===== src/rtl/mem_port_arbiter.sv =====
// Arbitrates one single-ported memory between instruction fetch and load/store.
// Data has priority; a starvation counter forces a fetch win after STARVE_MAX data wins.
module mem_port_arbiter #(
    parameter int unsigned STARVE_MAX = 4
) (
    input  logic        clk,
    input  logic        reset_n,
    input  logic        instr_req_i,
    input  logic [63:0] instr_addr_i,
    output logic        instr_gnt_o,
    output logic        instr_rvalid_o,
    output logic [63:0] instr_rdata_o,
    input  logic        data_req_i,
    input  logic [63:0] data_addr_i,
    input  logic [1:0]  data_byte_en_i,
    input  logic        data_wr_i,
    input  logic [63:0] data_wr_data_i,
    output logic        data_gnt_o,
    output logic        data_rvalid_o,
    output logic [63:0] data_rdata_o,
    output logic        mem_req_o,
    output logic [63:0] mem_addr_o,
    output logic [1:0]  mem_byte_en_o,
    output logic        mem_wr_o,
    output logic [63:0] mem_wr_data_o,
    input  logic        mem_gnt_i,
    input  logic        mem_rvalid_i,
    input  logic [63:0] mem_rdata_i,
    output logic        err_o
);

    typedef enum logic [1:0] {IDLE = 2'd0, REQ = 2'd1, RSP = 2'd2} state_t;
    typedef enum logic {OWN_DATA = 1'b0, OWN_INSTR = 1'b1} owner_t;

    localparam logic [3:0] STARVE_LIM = 4'(STARVE_MAX);

    state_t      state, state_nxt;
    owner_t      owner, owner_nxt;
    logic [3:0]  starve_cnt, starve_nxt;
    logic        mem_req_nxt, mem_wr_nxt, err_nxt;
    logic [63:0] mem_addr_nxt, mem_wr_data_nxt;
    logic [1:0]  mem_byte_en_nxt;
    logic        rsp_fire;

    always_ff @(posedge clk or negedge reset_n) begin
        if (!reset_n) begin
            state         <= IDLE;
            owner         <= OWN_DATA;
            starve_cnt    <= '0;
            err_o         <= 1'b0;
            mem_req_o     <= 1'b0;
            mem_addr_o    <= '0;
            mem_byte_en_o <= '0;
            mem_wr_o      <= 1'b0;
            mem_wr_data_o <= '0;
        end else begin
            state         <= state_nxt;
            owner         <= owner_nxt;
            starve_cnt    <= starve_nxt;
            err_o         <= err_nxt;
            mem_req_o     <= mem_req_nxt;
            mem_addr_o    <= mem_addr_nxt;
            mem_byte_en_o <= mem_byte_en_nxt;
            mem_wr_o      <= mem_wr_nxt;
            mem_wr_data_o <= mem_wr_data_nxt;
        end
    end

    always_comb begin
        state_nxt       = state;
        owner_nxt       = owner;
        starve_nxt      = starve_cnt;
        mem_req_nxt     = mem_req_o;
        mem_addr_nxt    = mem_addr_o;
        mem_byte_en_nxt = mem_byte_en_o;
        mem_wr_nxt      = mem_wr_o;
        mem_wr_data_nxt = mem_wr_data_o;
        err_nxt         = err_o | (mem_rvalid_i & (state != RSP));
        case (state)
            IDLE: begin
                if (instr_req_i || data_req_i) begin
                    // Fetch wins when alone, or when data has already won STARVE_MAX times in a row
                    if (instr_req_i && (!data_req_i || starve_cnt >= STARVE_LIM)) begin
                        owner_nxt       = OWN_INSTR;
                        starve_nxt      = '0;
                        mem_addr_nxt    = instr_addr_i;
                        mem_byte_en_nxt = 2'b11;
                        mem_wr_nxt      = 1'b0;
                        mem_wr_data_nxt = '0;
                    end else begin
                        owner_nxt       = OWN_DATA;
                        if (instr_req_i) starve_nxt = starve_cnt + 4'd1;
                        mem_addr_nxt    = data_addr_i;
                        mem_byte_en_nxt = data_byte_en_i;
                        mem_wr_nxt      = data_wr_i;
                        mem_wr_data_nxt = data_wr_data_i;
                    end
                    mem_req_nxt = 1'b1;
                    state_nxt   = REQ;
                end
            end
            REQ: begin
                if (mem_gnt_i) begin
                    mem_req_nxt = 1'b0;
                    state_nxt   = RSP;
                end
            end
            RSP: begin
                if (mem_rvalid_i) state_nxt = IDLE;
            end
            default: state_nxt = IDLE;
        endcase
    end

    assign rsp_fire       = (state == RSP) & mem_rvalid_i;
    assign instr_gnt_o    = (state == REQ) & mem_gnt_i & (owner == OWN_INSTR);
    assign data_gnt_o     = (state == REQ) & mem_gnt_i & (owner == OWN_DATA);
    assign instr_rvalid_o = rsp_fire & (owner == OWN_INSTR);
    assign data_rvalid_o  = rsp_fire & (owner == OWN_DATA);
    assign instr_rdata_o  = instr_rvalid_o ? mem_rdata_i : '0;
    assign data_rdata_o   = data_rvalid_o ? mem_rdata_i : '0;

endmodule


===== config.mk =====
export PLATFORM = sky130hd
export DESIGN_NAME = mem_port_arbiter
export DESIGN_NICKNAME = d
export VERILOG_FILES = /design/src/rtl/mem_port_arbiter.sv
export SDC_FILE = /design/constraint.sdc
export NUM_CORES = 1
export LEC_CHECK = 0
export ABC_AREA = 1
export BUFFER_PORTS_ARGS = -buffer_cell sky130_fd_sc_hd__buf_2
export CORE_AREA = 2 2 205 207
export DETAILED_ROUTE_END_ITERATION = 8
export DIE_AREA = 0 0 207 209
export HOLD_SLACK_MARGIN = 0.15
export PLACE_DENSITY_LB_ADDON = 0.25
export SYNTH_ARGS = -nofsm -noshare
export SYNTH_HDL_FRONTEND = slang
export SYNTH_SLANG_ARGS = --single-unit
export TNS_END_PERCENT = 20

===== constraint.sdc =====
create_clock -name clk -period 1.9 [get_ports clk]
set_input_delay 0.475 -clock clk [delete_from_list [all_inputs] [get_ports clk]]
set_output_delay 0.475 -clock clk [all_outputs]
set_load 0.03 [all_outputs]

======== Word-level counts from Yosys, hierarchy flattened ========
Index checks and enable logic that the tools add are counted.
word-level totals
  input bits .............................. 265
  output and inout port bits .............. 265
  register bits ........................... 140
  logic and storage cells ................. 53
cells by class
  order comparisons ....................... 1
  add/subtract/negate cells ............... 1
  eq/ne operators ......................... 6
  bitwise operators ....................... 9
  reduce and logical (&&, ||, !) cells .... 11
  multiplexer cells ....................... 16
operators with widths
  operator                                             count
  two-way mux 64 bit                                   4
  AND reduction 3 bit                                  3
  two-way mux 2 bit                                    4
  two-way mux 4 bit                                    2
  inequality test 2 bit, second input constant         4
  bitwise AND 1 bit                                    7
  one-hot mux 2 bit (3 select lines)                   1
  adder 4 x 1 -> 4 bit, second input constant          1
  >= comparator 4 x 3 -> 1 bit, second input constant  1
  two-way mux 1 bit                                    4
  nonzero test 2 bit                                   2
  equality test 2 x 1 -> 1 bit, second input constant  1
  equality test 2 bit, second input constant           1
  logical NOT 2 bit                                    1
  logical OR 1 bit                                     2
  one-hot mux 1 bit (2 select lines)                   1
  AND reduction 2 bit                                  1
  logical AND 1 bit                                    1
  logical NOT 1 bit                                    1
  inverter 1 bit                                       1
  OR 1 bit                                             1

======== Depth between registers and ports, before layout ========
  word-level depth ........................ 5
  mapped depth ............................ 8
  mapped depth without buffers ............ 7

======== Least setup slack after synthesis ========
No wires, ideal clock.
  path kind ............................... flip-flop to output port
  from .................................... reg state[0]
  to ...................................... out data_rdata_o[54]
  cell stages (with the launch flop) ...... 6
  path slack .............................. 7 ps
  required time ........................... 1425 ps
  arrival time ............................ 1418 ps
  buffers on the path ..................... 2
  cell sequence ........................... dfrtp_1 > nor2_1 > nand3_1 > buf_2 > buf_2 > nor2_1
on the way
  cells in the longest elaborated chain, start to end .. 4
RTL lines
  what                      line  text
  start: declaration        37    state_t state, state_nxt;
  start signal: assignment  57    state <= state_nxt;
  equality test 2 bit       115   assign rsp_fire = (state == RSP) & mem_rvalid_i;
  bitwise AND 1 bit         115
  bitwise AND 1 bit         119   assign data_rvalid_o = rsp_fire & (owner == OWN_DATA);
  two-way mux 64 bit        121   assign data_rdata_o = data_rvalid_o ? mem_rdata_i : '0;
  end: declaration          20    output logic [63:0] data_rdata_o,
Every way passes these cells.

======== Worst setup path after layout ========
  from .................................... reg state[0]
  to ...................................... out instr_rdata_o[23]
on the way
  cells in the longest elaborated chain, start to end .. 4
RTL lines
  what                 line  text
  equality test 2 bit  115
  bitwise AND 1 bit    115
  bitwise AND 1 bit    118   assign instr_rvalid_o = rsp_fire & (owner == OWN_INSTR);
  two-way mux 64 bit   120   assign instr_rdata_o = instr_rvalid_o ? mem_rdata_i : '0;
  end: declaration     12    output logic [63:0] instr_rdata_o,
Every way passes these cells.

==> results.txt <==
----------------------------------------------------
[Global route]
  Global-route usage over all layers ... between 10 and 15%
  Global-route wire length before repair ... 48500 um
  GR Overflow Total ... 0
  Initial antenna violation count ... 6
  Vias in the first global route ... around 8400
  Pin count of the biggest net entering global routing ... 55

[CTS]
  Insertion delay to the later sink of the worst-skew pair ... 0.44 ns
  Maximum level of the CTS H-tree ... 4
  Clock Path Buffers ... 2
  Count of clock tree sinks ... 140
  Clock tree from TritonCTS ... done
  CTS clk-pin slew, worst paths ... around 0.060 ns
  Root buffer cell ... sky130_fd_sc_hd__clkbuf_16
  Clock buffers created by TritonCTS ... 17

[Logic synthesis]
  Number of synthesis warnings ... 0
  Number of enable flip-flop cells after synthesis ... 0
  Parity-gate share of the synthesized area counting xor and xnor cells ... 0%
  Fraction of synthesis flops using an asynchronous set or reset pin ... 100%
  Commonest cells in the netlist ... sky130_fd_sc_hd__nand2_1, sky130_fd_sc_hd__inv_1, sky130_fd_sc_hd__nand3_1, sky130_fd_sc_hd__dfrtp_1, sky130_fd_sc_hd__nor2_1
  Multiplexer share of the synthesized area ... 0%
  Post-synth net total ... 1362
  Unique masters post-synth ... 15
  Simple-gate share of the synthesized area ... 37.3%
  Cell count after synthesis ... 1096
  Post-Synthesis Cell Area ... 7450 sq um
  Synth Register Bits ... 140
  Main combinational cell family by area after synthesis ... simple AND/OR/NAND/NOR gates
  Leading cell types by total area after synthesis ... sky130_fd_sc_hd__dfrtp_1, sky130_fd_sc_hd__nand2_1, sky130_fd_sc_hd__nand3_1
  Fraction of post-synthesis cell area in the top cell type by area ... 47.0%
  Most common cell in the synthesized netlist ... sky130_fd_sc_hd__nand2_1
  Area fraction in compound gates after synthesis ... 0.504%
  Cell type with the largest total area after synthesis ... sky130_fd_sc_hd__dfrtp_1
  Main flop type after synthesis ... sky130_fd_sc_hd__dfrtp_1
  Share of the yosys chip area belonging to registers ... a little under half
  Synthesized area per cell ... 6.80 sq um
  Adder-Cell Fraction of Synth Area ... 0.168%

[Setup path]
  Maximum single-stage delay on the critical path ... 0.42 ns
  Kind of critical path ... reg2out
  Reg2reg start ... state[0]
  Worst reg2reg path depth ... 8
  Critical path peak fanout ... 27
  Required @ worst endpoint ... 1.42 ns
  Top Family by Delay on Critical Path ... simple AND/OR/NAND/NOR gates
  Crit path buf inv count ... 2
  Reg-to-reg endpoint ... mem_wr_data_o[19]
  Type of origin of the critical path ... flip-flop
  CP Capture Type ... primary output
  Register-to-register path setup slack ... 0.20 ns
  Critical path, cell by cell ... nor2_4, nand3_4, buf_12, nor2_1, buf_4
  Data arrival time at the worst-slack endpoint ... 1.71 ns
  Slowest stage cell, crit path ... sky130_fd_sc_hd__dfrtp_1

[STA]
  Worst Hold Slack ... roughly 0.25 ns
  Finish-stage setup viols ... 132
  Worst Slack Setup Final ... -0.280 ns
  Final period utilization ... 115%
  Final Critical Period ... 2.18 ns
  Final hold vios ... 0
  Actual transition at the worst max-transition pin ... just over 0.4 ns
  Final setup skew ... roughly 0.014 ns
  Slew Viols, Final ... 0
  Fmax ... between 400 and 500 MHz
  Setup repair after global routing missed its margin ... true
  Max-slew headroom at the worst pin ... 72.7%

[Power and ir drop]
  Total power per unit cell area ... 1510 nW/um^2
  Leakage power ... 7.51 nW
  Switching Share ... around half
  Pint ... 9.44 mW
  Maximum VDD drop ... 0.651 mV
  Sum of internal, switching and leakage power ... 18.3 mW
  Proportion of power drawn by combinational gates ... 51.7%
  Share of total power in sequential cells ... 27.6%
  Part of the total power dissipated in the clock network ... 20.7%
  Net Sw Power ... 8.83 mW

[Placed design]
  Final weighted congestion of routability-driven global placement ... between 0.8 and 0.9
  Dpl cell area ... about 11000 sq um
  Number of buffers added on ports ... 529
  HPWL after DPL ... 23400 um
  Pre-CTS setup slack ... 0.0162 ns

[Routing]
  Via count ... approximately 8700
  Vias per inst ... 4.02
  Count of nets left with antenna violations after detail routing ... 0
  Wire length reported by the detailed router ... 31300 um
  Iter 0 DRT Violations ... 481
  Remaining DRCs ... 0
  Initial DRT Pass Iterations ... 5
  Post-detailed-route wirelength per cell ... 14.4 um

[Die]
  I/O pin count ... 530
  Horizontal die dimension ... 207 um
  Row count ... 75
  Area of the core ... 41300 sq um
  Overall die area ... 43300 sq um
  Die Span Y ... 209 um
  Effective utilization at floorplan ... 18.0%

[Layout]
  Area growth from synthesis to layout ... 62.9%
  Final core utilization ... a little under 30%
  Cell area after layout ... around 12000 sq um
  Share of final-layout standard cells stronger than drive strength 1 ... 38.7%
  Net count, final ... approximately 1900

[Status]
  Violations in the final reports ... negative setup slack
  Result of the run ... finished with violations

[Worst hold path]
  Worst Hold Endpoint ... state[0]
  Source of the worst hold timing path ... mem_gnt_i
  HP Class ... in2reg
  Hold depth ... 2

[Flow run]
  Reported max-cap violation count ... 0

----------------------------------------------------
[layout by cell type (no fill, tap or decap), drive strengths merged]
master,Yosys,routed
nand3,198,198
clkinv,0,1
a21oi,2,2
dfrtp,140,140
buf,55,567
o21ai,4,4
clkbuf,15,17
inv,206,215
nor2,139,139
bufinv,0,4
clkinvlp,0,1
nand2,335,335
ha,1,1
dlygate4sd3,0,1
diode,0,5
o21bai,1,1
[registers in the layout (all words and copies together), names as in the netlist]
register       cells
mem_addr_o        64
owner              1
starve_cnt         4
mem_wr_o           1
err_o              1
mem_wr_data_o     64
state              2
mem_req_o          1
mem_byte_en_o      2
[per-stage QoR]
stage,setup TNS [ns],std cells
after floorplan,0,1096
after global placement,0,2128
after detailed placement,0,2128
after CTS,-31.16,2165
after global routing,-41.85,2169
final,-27.66,2170
[final cells by class]
cell class / instances / area (sq um)
Clock buffer: 17 / 425
Fill cell: 4597 / 29200
Multi-Input combinational cell: 680 / 2930
Sequential cell: 140 / 3500
Inverter: 206 / 778
Timing Repair Buffer: 568 / 3590
Tap cell: 539 / 674
Clock inverter: 15 / 223
Antenna cell: 5 / 12.5
[cells by family (layout without fill, tap and decap cells)]
| family | Yosys count | in the layout |
|---|---|---|
| AO/OA/AOI/OAI | 7 | 7 |
| buffers and inverters | 276 | 806 |
| flip-flops | 140 | 140 |
| adder cells (fa/ha/maj) | 1 | 1 |
| other | 0 | 5 |
| AND/OR/NAND/NOR | 672 | 672 |
[power by group through the flow]
stage | Sequential, mW | Clock, mW | Combinational, mW
6_report | 5.05 | 3.78 | 9.44
5_1_grt | 5.23 | 4.03 | 10.3
4_1_cts | 5.06 | 3.92 | 9.55
3_5_place_dp | 5.06 | 0 | 9.36
3_3_place_gp | 5.05 | 0 | 9.33
2_1_floorplan | 7.64 | 0 | 3.38
[worst max-delay path by stage]
stage	from	endpoint	cells past startpoint
after floorplan	state[0]	data_rdata_o[54]	5
after global placement	state[1]	instr_rdata_o[29]	5
after detailed placement	state[0]	data_rdata_o[3]	5
after CTS	state[1]	data_rdata_o[3]	6
after global routing	state[1]	instr_rdata_o[23]	6
final	state[0]	instr_rdata_o[23]	5
[timing repair]
item | in CTS | in global routing
hold buffers | 1 | 0
endpoints found under the hold margin | 27 | 0
buffers inserted | 3 | 0
resized for setup | 147 | 39
setup endpoints to repair | 132 | 152
pin swaps | 3 | 0
cloned | 1 | 0
[per-layer routing]
metal | global-route usage (%) | vias up | part of all wire, %
met4 | 5.44 | 2 | 2.6
met1 | 16.3 | 4060 | 40
li1 | - | 4292 | -
met2 | 24.9 | 323 | 51
met3 | 3.98 | 36 | 6.4
met5 | 0 | - | 0.035
Note: power is estimated with default switching activity, not from simulation.
